==> config.mk <==
export PLATFORM = sky130hd
export DESIGN_NAME = tx_iq_unpacker
export DESIGN_NICKNAME = d
export VERILOG_FILES = /design/src/rtl/tx_iq_unpacker.sv
export SDC_FILE = /design/constraint.sdc
export NUM_CORES = 1
export LEC_CHECK = 0
export CAP_MARGIN = 15
export CORE_MARGIN = 10
export CORE_UTILIZATION = 25
export CTS_CLUSTER_SIZE = 30
export DETAILED_ROUTE_END_ITERATION = 6
export HOLD_SLACK_MARGIN = 0.08
export PLACE_DENSITY = 0.59
export SETUP_SLACK_MARGIN = 0.05
export SKIP_CTS_REPAIR_TIMING = 1
export SKIP_LAST_GASP = 1
export SYNTH_ARGS = -nofsm -noshare
export SYNTH_HDL_FRONTEND = slang
export SYNTH_SLANG_ARGS = --single-unit
==> constraint.sdc <==
create_clock -name i_clk -period 1.65 [get_ports i_clk]
set_input_delay 0.2475 -clock i_clk [delete_from_list [all_inputs] [get_ports i_clk]]
set_output_delay 0.2475 -clock i_clk [all_outputs]
set_load 0.02 [all_outputs]
==> src/rtl/tx_iq_unpacker.sv <==
// Splits SPI IQ words into a byte stream for the dsiq FIFO, tagging channel index and frame end.
// Words arriving while the unpacker is busy or disabled are dropped and counted.
module tx_iq_unpacker #(
    parameter int unsigned WORD_W    = 32,
    parameter int unsigned NCH       = 1,
    parameter bit          MSB_FIRST = 1'b1,
    parameter int unsigned CNT_W     = 16
) (
    input  logic              i_clk,
    input  logic              i_rst_n,
    input  logic              i_enable,
    input  logic [WORD_W-1:0] i_in_data,
    input  logic              i_in_valid,
    output logic              o_in_ready,
    output logic [7:0]        o_m_tdata,
    output logic              o_m_tvalid,
    input  logic              i_m_tready,
    output logic              o_m_tlast,
    output logic [1:0]        o_m_tuser,
    output logic [CNT_W-1:0]  o_ovf_cnt,
    output logic              o_ovf_flag,
    input  logic              i_ovf_clr
);

    localparam int unsigned NB  = WORD_W / 8;
    localparam int unsigned BCW = $clog2(NB);

    typedef enum logic {StIdle, StShift} state_e;

    state_e             r_state;
    logic [WORD_W-1:0]  r_hold;
    logic [BCW-1:0]     r_byte_cnt;
    logic [1:0]         r_word_idx;
    logic [CNT_W-1:0]   r_ovf_cnt;
    logic               r_ovf_flag;

    logic               w_last_byte;
    logic               w_idx_last;
    logic [1:0]         w_idx_next;
    logic               w_accept;
    logic               w_in_ready;
    logic               w_load;
    logic               w_drop;
    logic [WORD_W-1:0]  w_shifted;

    assign w_last_byte = (r_byte_cnt == '0);
    assign w_idx_last  = (r_word_idx == 2'(NCH - 1));
    assign w_idx_next  = w_idx_last ? 2'd0 : r_word_idx + 2'd1;
    assign w_accept    = (r_state == StShift) & i_m_tready;

    // Ready also opens on the final accepted byte so the next word loads with no bubble.
    assign w_in_ready  = i_rst_n & i_enable &
                         ((r_state == StIdle) | (w_accept & w_last_byte));
    assign w_load      = i_in_valid & w_in_ready;
    assign w_drop      = i_in_valid & ~w_in_ready;
    assign w_shifted   = MSB_FIRST ? (r_hold << 8) : (r_hold >> 8);

    always_ff @(posedge i_clk or negedge i_rst_n) begin
        if (!i_rst_n) begin
            r_state    <= StIdle;
            r_hold     <= '0;
            r_byte_cnt <= '0;
            r_word_idx <= 2'd0;
        end else begin
            unique case (r_state)
                StIdle: begin
                    if (w_load) begin
                        r_hold     <= i_in_data;
                        r_byte_cnt <= BCW'(NB - 1);
                        r_state    <= StShift;
                    end else if (!i_enable) begin
                        r_word_idx <= 2'd0;
                    end
                end
                StShift: begin
                    if (w_accept) begin
                        if (w_last_byte) begin
                            r_word_idx <= w_idx_next;
                            if (w_load) begin
                                r_hold     <= i_in_data;
                                r_byte_cnt <= BCW'(NB - 1);
                            end else begin
                                r_state <= StIdle;
                            end
                        end else begin
                            r_hold     <= w_shifted;
                            r_byte_cnt <= r_byte_cnt - BCW'(1);
                        end
                    end
                end
                default: r_state <= StIdle;
            endcase
        end
    end

    // Clear takes priority but a same-cycle drop still registers as the first new drop.
    always_ff @(posedge i_clk or negedge i_rst_n) begin
        if (!i_rst_n) begin
            r_ovf_cnt  <= '0;
            r_ovf_flag <= 1'b0;
        end else if (i_ovf_clr) begin
            r_ovf_cnt  <= w_drop ? CNT_W'(1) : '0;
            r_ovf_flag <= w_drop;
        end else if (w_drop) begin
            r_ovf_flag <= 1'b1;
            if (r_ovf_cnt != '1) begin
                r_ovf_cnt <= r_ovf_cnt + CNT_W'(1);
            end
        end
    end

    assign o_in_ready = w_in_ready;
    assign o_m_tvalid = (r_state == StShift);
    assign o_m_tdata  = MSB_FIRST ? r_hold[WORD_W-1 -: 8] : r_hold[7:0];
    assign o_m_tlast  = (r_state == StShift) & w_last_byte & w_idx_last;
    assign o_m_tuser  = r_word_idx;
    assign o_ovf_cnt  = r_ovf_cnt;
    assign o_ovf_flag = r_ovf_flag;

endmodule

==> reports/results.txt <==
Outcome -> finished, violations left
Failing checks -> setup timing
Placer Congestion -> 0.870
Switching share of power -> 0.369
Crit-path max cell delay -> 0.43 ns
Share of layout cells above drive strength 1 -> 0.353
Mean Syn Cell Area -> 9.37 um2
Reg power frac -> 0.400
Vert. Die Dim -> 122 um
Fin cells -> 513
Vias in the first global route -> 2402
Final #Nets -> 417
Vias -> 2358
Layout Skew -> 0.00685 ns
Final worst slack -> -0.125 ns
Critical Path End Type -> flop
Max IR drop VDD -> 0.583 mV
Worst hold path type -> primary input to flop
WL final -> 7810 um
Leakage -> 2.11 nW
Antenna diodes -> 0
Min Tclk post-route -> 1.77 ns
I/O pins -> 68
Maximum clock frequency -> 564 MHz
Clock power frac -> 0.158
Cell Rows -> 37
Yosys warning count -> 0
WP data required -> 1.90 ns
Die Wd -> 122 um
Int Pwr -> 0.00328 W
# setup viols final -> 49
Gr ovfl total -> 0
Unrepaired setup endpoints after global routing -> true
Pre-CTS setup slack -> -0.528 ns
Critical path arrival -> 2.03 ns
CP Launch Type -> flop
Vias per cell -> 4.60
ANT nets after route -> 0
Syn Inst Count -> 280
Starting density of the core -> 0.255
Final Cycle Share -> 1.08
CTS buffer count -> 5
DRC marker count from the first detailed-route iteration -> 121
Root Driver -> clkbuf_8
Initial antenna violation count -> 0
Dpl cells -> 500
Hold Vio Cnt, Final -> 0
Top cell family by delay on the critical path -> simple AND/OR/NAND/NOR gates
First-pass DRT Iterations -> 4
Relative slew slack -> 0.703
Mapped Area -> 0.00262 mm2
Seq cells post-synth -> 54
Largest net degree at the start of global routing -> 36
Worst path cell trace -> or3b_4 > buf_6 > a31oi_4 > or3_4 > or4_4 > a21oi_2
Synthesis-to-layout area growth -> 61.3%
Port bufs -> 67
CP max stage cell -> or4_4
Sequential share of the synthesized area -> 0.515
Slew at the pin with the worst max-slew slack -> 0.446 ns
Tot GR Track Use -> 0.101
PwrDens -> 1230 mW/mm2
Core Area -> 0.0103 mm2
Die area -> 0.0150 mm2
CTS clock-pin slew for the worst setup and hold paths -> 0.10 ns
Net Sw Power -> 0.00192 W
CP Buf/Inv Count -> 1
Synth unique cells -> 34
H-Tree Depth -> 2
# Max-Cap Violations -> 0
DR WL/cell -> 15.2 um
Logic pwr share -> 0.442
CTS max path bufs -> 2
Remaining routing DRC violations -> 0
Critical Path Fanout Max -> 4
First-pass GRT wire length -> 12200 um
Slew Limit Fails -> 0
Clock sink count -> 54
Final HPWL DP -> 5620 um
Layout fillers -> 1035
Post-Syn Nets -> 321
Clk_lat worst skew -> 0.32 ns
WS Path Type -> flop to flop
Final core utilization -> 0.412
CTS tree -> yes
## power groups by stage
stage | Clock, W | Sequential, W | Combinational, W
final | 0.000820 | 0.00208 | 0.00230
after global placement | 0 | 0.00210 | 0.00195
after CTS | 0.000853 | 0.00209 | 0.00199
after global routing | 0.000904 | 0.00214 | 0.00253
after detailed placement | 0 | 0.00212 | 0.00198
after floorplan | 0 | 0.00208 | 0.00128
## per-layer routing
| metal | vias up | track usage | share of wire |
|---|---|---|---|
| li1 | 1168 | - | - |
| met1 | 1147 | 0.121 | 0.45 |
| met2 | 36 | 0.169 | 0.49 |
| met3 | 7 | 0.0285 | 0.047 |
| met4 | 0 | 0.0353 | 0.013 |
| met5 | - | 0 | 0 |
## logic make-up after synthesis
kind of cell	count (synthesis)	share of synthesized area
AO/OA/AOI/OAI	65	0.151
AND/OR/NAND/NOR	92	0.180
buffers and inverters	53	0.0935
multiplexers	3	0.0124
adder cells (fa/ha/maj)	3	0.0143
XOR/XNOR	10	0.0334
flip-flops	54	0.515
## cell type report
type,instances,area [um2],share of cell area
Sequential cell,54,1360,0.321
Multi-Input combinational cell,173,1330,0.314
Timing Repair Buffer,113,1160,0.275
Tap cell,136,170,0.0402
Inverter,29,109,0.0257
Clock buffer,6,82.6,0.0195
Clock inverter,2,17.5,0.00414
## final timing paths
check | start | endpoint | slack [ns] | depth (start not counted)
worst max register to register | r_byte_cnt[0] | o_ovf_cnt[13] | -0.12 | 6
worst min-delay path | i_m_tready | r_byte_cnt[0] | 0.26 | 3
worst max-delay path | r_byte_cnt[0] | o_ovf_cnt[13] | -0.12 | 6
worst min register to register | r_hold[29] | r_hold[29] | 0.52 | 2
max in group asynchronous | i_rst_n | o_m_tvalid | 0.60 | 4
min in group asynchronous | i_rst_n | o_m_tuser[0] | 0.43 | 3
## cells in the mapped netlist
| cell type | number | share of area |
|---|---|---|
| nand4_1 | 6 | 0.014 |
| a311oi_1 | 1 | 0.0033 |
| xnor2_1 | 10 | 0.033 |
| a31oi_4 | 1 | 0.0081 |
| and4_1 | 3 | 0.010 |
| inv_1 | 29 | 0.041 |
| dfrtp_1 | 54 | 0.52 |
| buf_2 | 4 | 0.0076 |
| buf_4 | 11 | 0.031 |
| nand3_1 | 5 | 0.0095 |
| or3b_4 | 1 | 0.0043 |
| a21boi_2 | 1 | 0.0043 |
| nor4_1 | 4 | 0.0095 |
| or3_4 | 1 | 0.0043 |
| nand2_1 | 13 | 0.019 |
| o31ai_1 | 3 | 0.0086 |
| mux2i_1 | 1 | 0.0038 |
| clkbuf_1 | 8 | 0.011 |
| and3_1 | 3 | 0.0072 |
| nor3_1 | 22 | 0.042 |
| mux2_2 | 2 | 0.0086 |
| a31oi_1 | 1 | 0.0024 |
| or4_1 | 3 | 0.0086 |
| or2_2 | 2 | 0.0048 |
| nor2_1 | 25 | 0.036 |
| ha_1 | 3 | 0.014 |
| a21oi_1 | 26 | 0.050 |
| o21ai_0 | 5 | 0.0095 |
| nor3b_1 | 1 | 0.0029 |
| buf_1 | 1 | 0.0014 |
| a31o_2 | 1 | 0.0033 |
| o22ai_1 | 26 | 0.062 |
| nor2b_1 | 2 | 0.0048 |
| nand3_2 | 1 | 0.0038 |
## state kept, by name, indices dropped and copies added, names as in the netlist
signal,count
o_m_tuser,2
o_ovf_cnt,16
o_m_tvalid,1
r_hold,32
r_byte_cnt,2
o_ovf_flag,1
## worst register-to-register path, cell delays in order (launching register included)
cell and delay [ns]:
dfrtp_1 0.37, or3b_4 0.14, buf_6 0.11, a31oi_4 0.10, or3_4 0.42, or4_4 0.43, a21oi_2 0.14
## metrics by stage
step	instance area, um2	setup TNS (ns)	hold WS (ns)	power [W]
after global routing	4230	-5.85	0.277	0.00558
after detailed placement	3860	-20.20	0.198	0.00410
after global placement	3860	-19.06	0.196	0.00405
final	4230	-2.03	0.263	0.00520
after floorplan	2870	-1.36	-0.0481	0.00336
after CTS	3960	-5.31	-0.154	0.00493
## cell usage in the layout (no fill, tap or decap), drive strengths merged, types with 2 or more instances in the layout
master         netlist  routed
inv                 29      29
clkdlybuf4s50        0      38
nor2b                2       2
a21oi               26      26
nor3                22      22
o21ai                5       5
buf                 16      46
xnor2               10      10
nand3                6       6
and4                 3       3
clkinv               0       2
a31oi                2       2
and3                 3       3
or2                  2       2
nand4                6       6
clkbuf               8       8
mux2                 2       2
ha                   3       3
or4                  3       3
o22ai               26      26
dfrtp               54      54
nor2                25      25
nand2               13      13
o31ai                3       3
nor4                 4       4
dlymetal6s2s         0      26
No activity file was read; power rests on OpenSTA's default activity.
